===== config.mk =====
export PLATFORM = sky130hd
export DESIGN_NAME = div_issue_ctrl
export DESIGN_NICKNAME = d
export VERILOG_FILES = /design/src/rtl/mdu_pkg.sv /design/src/rtl/div_radix2.sv /design/src/rtl/div_issue_ctrl.sv
export SDC_FILE = /design/constraint.sdc
export NUM_CORES = 1
export LEC_CHECK = 0
export BUFFER_PORTS_ARGS = -buffer_cell sky130_fd_sc_hd__buf_2
export CAP_MARGIN = 15
export CORE_MARGIN = 4
export CORE_UTILIZATION = 34
export DETAILED_ROUTE_END_ITERATION = 8
export PLACE_DENSITY_LB_ADDON = 0.2
export SLEW_MARGIN = 0
export SYNTH_ARGS = -nofsm -noshare
export SYNTH_HDL_FRONTEND = slang
export SYNTH_SLANG_ARGS = --single-unit
export TNS_END_PERCENT = 50

===== constraint.sdc =====
create_clock -name clk -period 3.79 [get_ports clk]
set_clock_uncertainty 0.15 [all_clocks]
set_input_delay 0.1895 -clock clk [delete_from_list [all_inputs] [get_ports clk]]
set_output_delay 0.1895 -clock clk [all_outputs]
set_load 0.05 [all_outputs]

===== src/rtl/mdu_pkg.sv =====
// rtl/mdu_pkg.sv - shared multiply/divide unit types and constants
package mdu_pkg;

  typedef enum logic [1:0] {
    IDLE = 2'd0,
    BUSY = 2'd1,
    DONE = 2'd2
  } div_state_t;

  localparam int DIV_LAT = 34;
  localparam int DIV_W   = 32;

endpackage


===== src/rtl/div_radix2.sv =====
// rtl/div_radix2.sv - 32-step restoring radix-2 divider, signed/unsigned, latches own operands
module div_radix2
  import mdu_pkg::*;
(
  input  logic               clk,
  input  logic               rst,
  input  logic               valid,
  input  logic               flush,
  input  logic               sign,
  input  logic [DIV_W-1:0]   a,
  input  logic [DIV_W-1:0]   b,
  output logic               stall,
  output logic [2*DIV_W-1:0] result
);

  logic             running;
  logic [5:0]       cnt;
  logic [DIV_W-1:0] rem;
  logic [DIV_W-1:0] quo;
  logic [DIV_W-1:0] dvs;
  logic [DIV_W-1:0] a_keep;
  logic             q_neg;
  logic             r_neg;
  logic             b_zero;

  logic [DIV_W-1:0] a_mag;
  logic [DIV_W-1:0] b_mag;
  logic [DIV_W:0]   rem_sh;
  logic [DIV_W:0]   diff;
  logic             ge;

  // Operand magnitudes and one restoring step on the working registers
  always_comb begin
    a_mag  = (sign && a[DIV_W-1]) ? (~a + 1'b1) : a;
    b_mag  = (sign && b[DIV_W-1]) ? (~b + 1'b1) : b;
    rem_sh = {rem, quo[DIV_W-1]};
    diff   = rem_sh - {1'b0, dvs};
    ge     = ~diff[DIV_W];
  end

  // Launch latches operands; each running cycle retires one quotient bit
  always_ff @(posedge clk or posedge rst) begin
    if (rst) begin
      running <= 1'b0;
      cnt     <= '0;
      rem     <= '0;
      quo     <= '0;
      dvs     <= '0;
      a_keep  <= '0;
      q_neg   <= 1'b0;
      r_neg   <= 1'b0;
      b_zero  <= 1'b0;
    end else if (flush) begin
      running <= 1'b0;
      cnt     <= '0;
    end else if (valid && !running) begin
      running <= 1'b1;
      cnt     <= 6'd32;
      rem     <= '0;
      quo     <= a_mag;
      dvs     <= b_mag;
      a_keep  <= a;
      q_neg   <= sign & (a[DIV_W-1] ^ b[DIV_W-1]);
      r_neg   <= sign & a[DIV_W-1];
      b_zero  <= (b == '0);
    end else if (running) begin
      rem     <= ge ? diff[DIV_W-1:0] : rem_sh[DIV_W-1:0];
      quo     <= {quo[DIV_W-2:0], ge};
      cnt     <= cnt - 6'd1;
      running <= (cnt != 6'd1);
    end
  end

  // Sign fix-up; a zero divisor returns the dividend as remainder and zero quotient
  always_comb begin
    stall = running;
    if (b_zero) begin
      result = {a_keep, {DIV_W{1'b0}}};
    end else begin
      result = {(r_neg ? (~rem + 1'b1) : rem), (q_neg ? (~quo + 1'b1) : quo)};
    end
  end

endmodule


===== src/rtl/div_issue_ctrl.sv =====
// rtl/div_issue_ctrl.sv - EX-stage divide sequencer; optional DIV_ZERO_FAST_EN bypasses divider on zero divisor
module div_issue_ctrl
  import mdu_pkg::*;
(
  input  logic             clk,
  input  logic             resetn,
  input  logic             req_valid,
  input  logic             req_sign,
  input  logic [DIV_W-1:0] req_a,
  input  logic [DIV_W-1:0] req_b,
  input  logic             ex_flush,
  input  logic             ex_adv,
  output logic             div_stall,
  output logic             hilo_we,
  output logic [DIV_W-1:0] hi_out,
  output logic [DIV_W-1:0] lo_out,
  output logic             busy
);

  div_state_t         state;
  div_state_t         next_state;
  logic               div_valid;
  logic               div_flush;
  logic               div_busy;
  logic               capture;
  logic [2*DIV_W-1:0] div_result;
`ifdef DIV_ZERO_FAST_EN
  logic               fast_cap;
`endif

  div_radix2 u_div (
    .clk    (clk),
    .rst    (~resetn),
    .valid  (div_valid),
    .flush  (div_flush),
    .sign   (req_sign),
    .a      (req_a),
    .b      (req_b),
    .stall  (div_busy),
    .result (div_result)
  );

  // State register and result capture; results only change on completion
  always_ff @(posedge clk or negedge resetn) begin
    if (!resetn) begin
      state  <= IDLE;
      hi_out <= '0;
      lo_out <= '0;
    end else begin
      state <= next_state;
      if (capture) begin
        hi_out <= div_result[2*DIV_W-1:DIV_W];
        lo_out <= div_result[DIV_W-1:0];
      end
`ifdef DIV_ZERO_FAST_EN
      else if (fast_cap) begin
        hi_out <= req_a;
        lo_out <= '0;
      end
`endif
    end
  end

  // Next state, launch/flush of the divider, stall and write strobe
  always_comb begin
    next_state = state;
    div_valid  = 1'b0;
    div_flush  = 1'b0;
    div_stall  = 1'b0;
    hilo_we    = 1'b0;
    capture    = 1'b0;
    busy       = (state == BUSY);
`ifdef DIV_ZERO_FAST_EN
    fast_cap   = 1'b0;
`endif
    case (state)
      IDLE: begin
        if (resetn && req_valid && !ex_flush) begin
          div_stall = 1'b1;
`ifdef DIV_ZERO_FAST_EN
          if (req_b == '0) begin
            fast_cap   = 1'b1;
            next_state = DONE;
          end else begin
            div_valid  = 1'b1;
            next_state = BUSY;
          end
`else
          div_valid  = 1'b1;
          next_state = BUSY;
`endif
        end
      end
      BUSY: begin
        div_stall = 1'b1;
        if (ex_flush) begin
          div_flush  = 1'b1;
          next_state = IDLE;
        end else if (!div_busy) begin
          capture    = 1'b1;
          next_state = DONE;
        end
      end
      DONE: begin
        // Flush beats advance; req_valid is ignored so nothing relaunches
        if (ex_flush) begin
          next_state = IDLE;
        end else if (ex_adv) begin
          hilo_we    = 1'b1;
          next_state = IDLE;
        end
      end
      default: next_state = IDLE;
    endcase
  end

endmodule


# Word level (Yosys, flattened, before mapping)

Index checks and enable logic that the tools add are counted.

Flip-flop bits (word level): 204
Word-level logic and storage cells: 80
Latch bits: 0
Memories kept: 0
Bits in read-only memories: 0
Memory bits (writable): 0
Bits of input ports: 70
Output and inout port bits: 67

Shift-type cells: 0
Bitwise gates (word level): 9
Eq/ne operators: 6
Divide/modulo/power cells: 0
Reductions and logical operators: 14
Multiplexer cells: 33
Add/sub/neg operators: 6
Multiply operators: 0
Order comparisons: 0

Operators with widths:

| kind                                                | number |
|---|---|
| two-way mux 32 bit                                  | 9 |
| adder 32 x 1 -> 32 bit, second input constant       | 4 |
| inverter 32 bit                                     | 4 |
| two-way mux 64 bit                                  | 1 |
| subtractor 33 x 32 -> 33 bit                        | 1 |
| zero test 32 bit                                    | 1 |
| two-way mux 6 bit                                   | 3 |
| two-way mux 1 bit                                   | 13 |
| two-way mux 2 bit                                   | 5 |
| != test 3 bit, second input constant                | 2 |
| != test 6 x 1 -> 1 bit, second input constant       | 1 |
| one-hot mux 2 bit (3 select lines)                  | 1 |
| subtractor 6 x 1 -> 6 bit, second input constant    | 1 |
| logical AND 1 bit                                   | 5 |
| AND reduction 2 bit                                 | 2 |
| AND reduction 3 bit                                 | 1 |
| nonzero test 3 bit                                  | 1 |
| AND 1 bit                                           | 2 |
| equality test 2 x 1 -> 1 bit, second input constant | 1 |
| equality test 2 bit, second input constant          | 1 |
| zero test 1 bit                                     | 2 |
| zero test 2 bit                                     | 1 |
| != test 2 bit, second input constant                | 1 |
| inverter 1 bit                                      | 2 |
| other kinds (3)                                     | 3 |

# Logic depth before layout (Yosys ltp)

Gate-level depths: netlist of the first run.

Depth in word-level cells: 7
Mapped depth: 13
Depth with buffers taken out: 12

# By module

A second synthesis of the first run with hierarchy kept.

Cells, all modules: 1545
Area total of the unflattened synthesis: 13526.7 um^2

Modules (own cells, without submodules):

| module         | sequential area each (um^2) | times used | area an instance (um^2) | cells each |
|---|---|---|---|---|
| div_radix2     | 3453.3                      | 1          | 10690.3                 | 1391 |
| div_issue_ctrl | 1651.6                      | 1          | 2836.5                  | 154 |

# Worst setup path before layout of the first run

No wires, ideal clock.

Kind: reg2reg
Start point: register u_div.quo[11]
End point: register lo_out[29]
Path slack: 536 ps
Data arrival time: 2969 ps
Cell stages (with the launch flop): 9
Path buffers: 0
Setup time: 136 ps
Required time: 3504 ps
Period minus slack after synthesis: 3254 ps
Cells stage by stage: dfrtp_1 -> or4_4 -> or3_4 -> or4_4 -> or4_1 -> or3_4 -> o31ai_2 -> xor2_1 -> o31ai_1

Word-level cells in the longest chain between the ends: 4

Ends and longest elaborated chain:

| what                     | line                 | source |
|---|---|---|
| start: declaration       | div_radix2.sv:19     | `logic [DIV_W-1:0] quo;` |
| start signal: assignment | div_radix2.sv:60     | `quo <= a_mag;` |
| start signal: assignment | div_radix2.sv:68     | `quo <= {quo[DIV_W-2:0], ge};` |
| inverter 32 bit          | div_radix2.sv:80     | `result = {(r_neg ? (~rem + 1'b1) : rem), (q_neg ? (~quo + 1'b1) : quo)};` |
| adder 32 x 1 -> 32 bit   | div_radix2.sv:80     |  |
| two-way mux 32 bit       | div_radix2.sv:80     |  |
| two-way mux 64 bit       | div_radix2.sv:77     | `if (b_zero) begin` |
| end signal: assignment   | div_issue_ctrl.sv:53 | `lo_out <= div_result[DIV_W-1:0];` |
| end: declaration         | div_issue_ctrl.sv:16 | `output logic [DIV_W-1:0] lo_out,` |

Every way passes these cells.
A chain may end at the register's enable or synchronous reset.

# Worst setup path in the final report of the first run

Start point: register u_div.quo[31]
End point: register u_div.quo[0]

Word-level cells in the longest chain between the ends: 4

Ends and longest elaborated chain:

| what                         | line             | source |
|---|---|---|
| subtractor 33 x 32 -> 33 bit | div_radix2.sv:37 | `diff = rem_sh - {1'b0, dvs};` |
| inverter 1 bit               | div_radix2.sv:38 | `ge = ~diff[DIV_W];` |
| two-way mux 32 bit           | div_radix2.sv:66 | `end else if (running) begin` |
| two-way mux 32 bit           | div_radix2.sv:56 | `end else if (valid && !running) begin` |

Every way passes these cells. The select of a mux whose other input is x is not followed.

==> summary.md, run 1 <==
| Metric | Value |
|---|---|
| Total track usage | 17.4% |
| R2r startpoint | u_div.quo[31]$_DFFE_PN0P_ |
| Outcome | finished clean |
| CP endpoint kind | flip-flop |
| Vias per cell | 5.13 |
| Reg power frac | 27.3% |
| Pleak | 7.08 nW |
| Worst EP arrival | 3770 ps |
| Drc violations | 0 |
| P&R area growth vs syn | 23.6% |
| Syn. warnings | 0 |
| Pre-CTS WS | 323 ps |
| Sw frac | 48.4% |
| Final WL | 36.2 mm |
| Root Driver | clkbuf_16 |
| CP cell instances | inv_1 > ha_1 > fa_1 > nor2b_1 > o31a_1 > a31oi_1 > o21a_1 > o211a_1 > a211oi_4 > buf_12 > nor2_1 > a211oi_1 > a21oi_1 |
| First-pass GRT wire length | 59.7 mm |
| Grt ovf | 0 |
| Area leader, netlist | dfrtp_1 |
| Final Instance Area | 15800 um2 |
| Max Cap Viol | 0 |
| GP Congestion | 0.862 |
| Prevailing post-synth register cell | dfrtp_1 |
| Final period util | 92.5% |
| VDD IR max | 0.353 mV |
| Number of synthesized flops with an enable pin | 0 |
| Clk pwr share | 16.8% |
| PD cells | 993 nW/um2 |
| Synth Cell Area | 12800 um2 |
| Layout cells sized above 1 | 13.3% |
| Worst flop-to-flop path endpoint | u_div.quo[0]$_DFFE_PN0P_ |
| Seq/Total Area, Yosys | 40.0% |
| Worst-Margin Slew | 945 ps |
| Drt initial violations | 655 |
| Setup ws final | 283 ps |
| # rows | 70 |
| RSZ-0062 raised after global routing | no |
| Detailed Routing Iterations Pass 1 | 7 |
| Number of buffers and inverters on the critical path | 2 |
| Simple-Gate Fraction of Synth Area | 19.1% |
| Nets | 1851 |
| HPWL after DPL | 26.6 mm |
| Top cell type's share of synthesized area | 40.0% |
| CP Max Fanout | 37 |
| Final hold violation count | 0 |
| Worst Path Class, Setup | reg -> reg |
| Synth async-reset ratio | 100% |
| Htree depth | 1 |
| NetSw | 7.57 mW |
| Synth cell types | 67 |
| Setup TNS | 0 ps |
| Gate Count Post-Synth | 1556 |
| Initial Utilization | 34.7% |
| Multiplexer area fraction after synthesis | 1.02% |
| Worst skew pair latency | 540 ps |
| Worst r2r path cells | 13 |
| Die area | 40700 um2 |
| Pin count of the biggest net entering global routing | 137 |
| Fmax | 285 MHz |
| Hold Path End | u_div.quo[27]$_DFFE_PN0P_ |
| Post-Synth XOR/XNOR Area | 10.0% |
| Hold WC Path Type | in -> reg |
| Slew headroom | 37.0% |
| Vias in the first global route | 11165 |
| CTS sink count | 204 |
| Post-Syn Area per Cell | 8.20 um2 |
| Adder-Cell Fraction of Synth Area | 3.89% |
| CP top delay family | compound AO/OA/AOI/OAI gates |
| Critical path's largest stage delay | 420 ps |
| Antenna Cells | 0 |
| Post-route ant nets | 0 |
| Per-cell routed wire length | 16.3 um |
| Worst Hold Depth | 6 |
| Core Area | 36800 um2 |
| CP Launch Type | flip-flop |
| #FFs+latches synth | 204 |
| Via count | 11444 |
| CP max stage cell | a211oi_4 |
| TritonCTS buffer count | 25 |
| Tot Pwr | 15.7 mW |
| Critical Path RT | 4050 ps |
| Combinational Power Share | 55.8% |
| Final count of negative-setup-slack endpoints | 0 |
| Ports | 137 |
| Minimum clock period | 3510 ps |
| Slew Viols, Final | 0 |
| Worst-path clk slew | 60 ps |
| Max clock buf depth | 3 |
| Syn Nets | 1665 |
| Pint | 8.08 mW |
| Dpl cell area | 14000 um2 |
| CTS tree | done |
| Reg2reg setup slack | 280 ps |
| Die Y | 202 um |
| Die width | 202 um |
| Initial antenna violation count | 0 |
| Main combinational cell family by area after synthesis | compound AO/OA/AOI/OAI gates |
| Hold_sp | req_valid |
| I/O Buffers | 136 |
| Complex-gate fraction of the synthesized area | 21.7% |
| Area contributors post-synth | dfrtp_1 40%, nand2_1 9.4%, xor2_1 6.7% |
| Fillers | 3683 |
| Post-layout util | 42.8% |
## Yosys cell counts (8+ instances only)
cell type and number:
inv_1 57, o31ai_1 38, nor3_1 28, or3_1 10
xnor2_1 48, nand2_1 318, o22ai_1 19, xor2_1 98
o21ai_1 32, nand3_1 28, o41ai_1 14, ha_1 38
nand2b_1 15, or4_1 13, a21oi_1 99, o21a_1 11
a211oi_1 8, dfrtp_1 204, nor2_1 83, o311ai_0 10
clkbuf_1 80, nor4_1 11, mux2i_1 13, buf_1 9
a22oi_1 10, o21ai_0 161
## worst register-to-register path, stage by stage, from the launching register on
cell and delay (ps):
dfrtp_1 370, inv_1 80, ha_1 210, fa_1 380, nor2b_1 220, o31a_1 240
a31oi_1 180, o21a_1 250, o211a_1 250, a211oi_4 420, buf_12 270, nor2_1 70
a211oi_1 220, a21oi_1 60
## through the flow
stage / hold WS, ps / cells
after floorplan: -256 / 1556
final: 187 / 2229
after global placement: -1.35 / 2099
after global routing: 202 / 2229
after CTS: 166 / 2229
after detailed placement: 0.226 / 2099
## per-layer routing
metal | GRT usage, % | wire length (um) | vias up
met3 | 2.24 | 1450 | 43
met2 | 28.6 | 16700 | 220
met1 | 24.9 | 17600 | 5366
met5 | 0 | 0 | -
li1 | - | - | 5815
met4 | 3.44 | 531 | 0
## power by group through the flow
stage / clock network, mW / logic [mW] / registers (mW)
6_report: 2.63 / 8.74 / 4.28
5_1_grt: 2.79 / 9.76 / 4.44
4_1_cts: 2.70 / 8.78 / 4.27
3_5_place_dp: 0 / 8.68 / 4.30
3_3_place_gp: 0 / 8.60 / 4.27
2_1_floorplan: 0 / 5.55 / 5.05
## cells in the final DEF, fill, tap and decap left out, drive strengths merged, types with 8 or more instances in the layout
cell	count
xnor2	48
o21ai	194
or3	12
o31ai	42
nand2b	15
a211oi	8
o311ai	10
dfrtp	204
clkbuf	34
o22ai	19
dlygate4sd3	83
inv	60
nor4	11
a22oi	10
o21a	11
or4	15
nand2	318
nor3	28
nor2	83
a21oi	99
nand3	28
buf	164
o41ai	14
ha	38
xor2	98
mux2i	13
and2	8
## cell families (layout without fill, tap and decap cells)
family / Yosys count / count (layout)
XOR/XNOR: 146 / 146
multiplexers: 13 / 13
adder cells (fa/ha/maj): 39 / 39
flip-flops: 204 / 204
AND/OR/NAND/NOR: 551 / 551
AO/OA/AOI/OAI: 456 / 456
buffers and inverters: 147 / 352
## registers in the layout, indices dropped and copies added, names as in the netlist
| register | cells |
|---|---|
| u_div.cnt | 6 |
| u_div.b_zero | 1 |
| u_div.quo | 32 |
| u_div.stall | 1 |
| u_div.r_neg | 1 |
| u_div.a_keep | 32 |
| u_div.dvs | 32 |
| hi_out | 32 |
| state | 2 |
| u_div.q_neg | 1 |
| u_div.rem | 32 |
| lo_out | 32 |
## cell type report
type	count	area (um2)	area share, %
Clock buffer	33	726	4.61
Clock inverter	13	194	1.23
Inverter	58	218	1.38
Multi-Input combinational cell	1205	7140	45.3
Sequential cell	204	5110	32.4
Tap cell	468	586	3.72
Timing Repair Buffer	248	1790	11.3
## worst max path at each step
| stage | slack [ps] | endpoint | cells past startpoint | startpoint |
|---|---|---|---|---|
| floorplan | 540 | lo_out[29]$_DFFE_PN0P_ | 8 | u_div.quo[11]$_DFFE_PN0P_ |
| global placement | 380 | u_div.quo[0]$_DFFE_PN0P_ | 13 | u_div.quo[31]$_DFFE_PN0P_ |
| detailed placement | 320 | u_div.quo[0]$_DFFE_PN0P_ | 13 | u_div.quo[31]$_DFFE_PN0P_ |
| CTS | 310 | u_div.quo[0]$_DFFE_PN0P_ | 13 | u_div.quo[31]$_DFFE_PN0P_ |
| global route | 80 | u_div.quo[0]$_DFFE_PN0P_ | 13 | u_div.quo[31]$_DFFE_PN0P_ |
| finish | 280 | u_div.quo[0]$_DFFE_PN0P_ | 13 | u_div.quo[31]$_DFFE_PN0P_ |
## what timing repair did
item / 4_1_cts / 5_1_grt
gates resized for setup: 0 / 0
setup buffers: 0 / 0
hold buffers: 84 / 0
hold endpoints to repair: 163 / 0
No activity file was read; power rests on OpenSTA's default activity.
==> run 2, diff against run 1 <==
--- a/config.mk
+++ b/config.mk
@@ -5,6 +5,7 @@
 export SDC_FILE = /design/constraint.sdc
 export NUM_CORES = 1
 export LEC_CHECK = 0
+export ABC_AREA = 1
 export BUFFER_PORTS_ARGS = -buffer_cell sky130_fd_sc_hd__buf_2
 export CAP_MARGIN = 15
 export CORE_MARGIN = 4
==> run 2 against run 1 <==
  * Design area increased by 12%
  * Highest routed layer unchanged
  * Routed wire length increased by 41%
  * Combinational power increased by 21%
  * Cell count increased by 38%
  * Largest power group unchanged
  * Hold slack got worse by 150 ps
  * Critical path type is now in -> reg
==> summary.md, run 2 <==
| Metric | Value |
|---|---|
| Outcome | finished clean |
| First-pass GRT wire length | 80.5 mm |
| Root Driver | clkbuf_16 |
| Final Instance Area | 17600 um2 |
| Post-route ant nets | 0 |
| Pin count of the biggest net entering global routing | 101 |
| CP top delay family | buffers and inverters |
| Critical Path RT | 4100 ps |
| Vias per cell | 5.05 |
| Via count | 15551 |
| CP max stage cell | dlygate4sd3_1 |
| Worst-Margin Slew | 1100 ps |
| Hold WC Path Type | in -> reg |
| Die Y | 216 um |
| Pleak | 9.28 nW |
| Sw frac | 53.8% |
| Final hold violation count | 0 |
| Setup TNS | 0 ps |
| Minimum clock period | 3540 ps |
| GP Congestion | 0.965 |
| Placed insts | 2958 |
| PD cells | 985 nW/um2 |
| CP cell instances | dlygate4sd3_1 > dlygate4sd3_1 > clkbuf_8 > nand4_1 > nor2_4 > inv_4 > nor2_1 > nand2_1 > dlygate4sd3_1 > o31ai_1 > dlygate4sd3_1 |
| CP Launch Type | input pin |
| Commonest non-fill, non-tap cell in the layout | nand2_1 |
| Number of buffers and inverters on the critical path | 6 |
| Post-Syn Area per Cell | 6.42 um2 |
| Worst skew pair latency | 550 ps |
| P&R area growth vs syn | 19.5% |
| Area contributors post-synth | dfrtp_1 35%, nand2_1 19%, inv_1 8.4% |
| I/O Buffers | 136 |
| Core Area | 43000 um2 |
| Post-layout util | 41.0% |
| Met3 WL | 3.07 mm |
| CTS sink count | 204 |
| Nets | 2586 |
| Final period util | 93.5% |
| Top Metal Used | met4 |
| Worst Path Class, Setup | in -> reg |
| Prevailing post-synth register cell | dfrtp_1 |
| Synth top cells by count | 757 x nand2_1, 329 x inv_1, 204 x dfrtp_1 |
| Reg power frac | 24.2% |
| CP Max Fanout | 40 |
| Per-cell routed wire length | 16.6 um |
| Total track usage | 21.2% |
| Pint | 8.03 mW |
| Syn. warnings | 0 |
| VDD IR max | 0.567 mV |
| M1 WL | 24.7 mm |
| Area leader, netlist | dfrtp_1 |
| Max Cap Viol | 0 |
| Vias in the first global route | 14876 |
| Most frequent cells in the layout | 757 x nand2_1, 329 x inv_1, 204 x dfrtp_1, 188 x o21ai_0, 186 x nand3_1 |
| Max clock buf depth | 3 |
| Pre-CTS WS | 653 ps |
| Met2 Wirelength | 21.7 mm |
| Dpl cell area | 16000 um2 |
| Layout cells sized above 1 | 9.22% |
| Syn Nets | 2406 |
| Gate Count Post-Synth | 2297 |
| #FFs+latches synth | 204 |
| Drt initial violations | 1267 |
| Slew headroom | 26.3% |
| Die area | 46700 um2 |
| Detailed Routing Iterations Pass 1 | 8 |
| Drc violations | 0 |
| HPWL after DPL | 39.0 mm |
| # rows | 76 |
| Setup ws final | 248 ps |
| RSZ-0062 raised after global routing | no |
| NetSw | 9.33 mW |
| Cell Count, Final, Fillers Out | 3081 |
| Synth async-reset ratio | 100% |
| Grt ovf | 0 |
| Combinational Power Share | 61.3% |
| Final WL | 51.1 mm |
| Seq/Total Area, Yosys | 34.6% |
| Synth Cell Area | 14700 um2 |
| CTS tree | done |
| Htree depth | 1 |
| TritonCTS buffer count | 25 |
| Clk pwr share | 14.5% |
| Worst-path clk slew | 60 ps |
| Final count of negative-setup-slack endpoints | 0 |
| Most frequent cell after synthesis | nand2_1 |
| Die width | 216 um |
| CP endpoint kind | flip-flop |
| Critical path's largest stage delay | 580 ps |
| Number of synthesized flops with an enable pin | 0 |
| Worst EP arrival | 3860 ps |
| Top cell type's share of synthesized area | 34.6% |
| Fmax | 282 MHz |
| Initial Utilization | 34.3% |
| Slew Viols, Final | 0 |
| Initial antenna violation count | 0 |
| Ports | 137 |
| CP dominant cell by count | dlygate4sd3_1 |
| Synth cell types | 47 |
-- run 2: cell count changes after synthesis, sizes merged, moves of 22 or more --
| cell | before | now |
|---|---|---|
| nand2 | 318 | 767 |
| inv | 57 | 332 |
| nand3 | 28 | 188 |
| nor2 | 83 | 189 |
| xor2 | 98 | 46 |
| o31ai | 42 | 4 |
| xnor2 | 48 | 12 |
| clkbuf | 80 | 53 |
| nand4 | 4 | 26 |
-- run 2: per-layer routing --
metal | up-vias | track usage (%)
met5 | - | 0
met4 | 0 | 6.44
met3 | 85 | 2.37
met2 | 503 | 32.0
met1 | 7285 | 31.9
li1 | 7678 | -
-- run 2: power by group through the flow --
stage / Combinational [mW] / Clock (mW) / Sequential, mW
floorplan: 6.80 / 0 / 4.97
global placement: 10.4 / 0 / 4.19
detailed placement: 10.5 / 0 / 4.20
CTS: 10.6 / 2.58 / 4.18
global route: 11.9 / 2.67 / 4.33
finish: 10.6 / 2.52 / 4.20
-- run 2: path summary, 6_finish.rpt --
check                           slack [ps]  cells past startpoint                    from                   endpoint
worst max-delay path                   250                     11                  resetn   u_div.b_zero$_DFFE_PN0P_
worst min-delay path                    40                      5               req_b[22]  u_div.dvs[22]$_DFFE_PN0P_
worst max register to register         600                      6   u_div.stall$_DFF_PN0_  u_div.rem[17]$_DFFE_PN0P_
worst min register to register         320                      2  lo_out[14]$_DFFE_PN0P_     lo_out[14]$_DFFE_PN0P_
max in group asynchronous             1770                      4                  resetn     hi_out[19]$_DFFE_PN0P_
min in group asynchronous              510                      3                  resetn     hi_out[17]$_DFFE_PN0P_
-- run 2: through the flow --
stage	hold slack, ps	total power [mW]
after floorplan	-256	11.8
after global placement	-39.8	14.6
after detailed placement	-34.7	14.7
after CTS	7.53	17.3
after global routing	40.8	18.9
final	38.3	17.4
-- run 2: timing repair --
action,CTS,global route
buffers inserted,0,3
resized for setup,0,2
hold endpoints to repair,169,0
hold buffers,73,0
endpoints found under the setup margin,0,1
-- run 2: worst reg2reg max path: stages, from the launching register on --
cell     delay (ps)
dfrtp_1         720
inv_1           710
a21oi_2         160
inv_2           820
buf_4           400
nand2_1          80
nand2_1          70
-- run 2: area by class of cell --
cell class	instances	area [um2]
Timing Repair Buffer	229	1590
Inverter	334	1260
Fill cell	4658	25400
Antenna cell	1	2.50
Tap cell	585	732
Multi-Input combinational cell	1683	8070
Clock inverter	9	131
Sequential cell	204	5100
Clock buffer	36	727
-- run 2: kinds of logic (layout without fill, tap and decap cells) --
logic type / after synthesis / count (layout) / synth area share, %
AO/OA/AOI/OAI: 369 / 369 / 13.7
XOR/XNOR: 58 / 58 / 3.45
adder cells (fa/ha/maj): 39 / 39 / 3.36
buffers and inverters: 410 / 608 / 10.7
flip-flops: 204 / 204 / 34.6
other: 0 / 1 / 0
AND/OR/NAND/NOR: 1217 / 1217 / 34.2
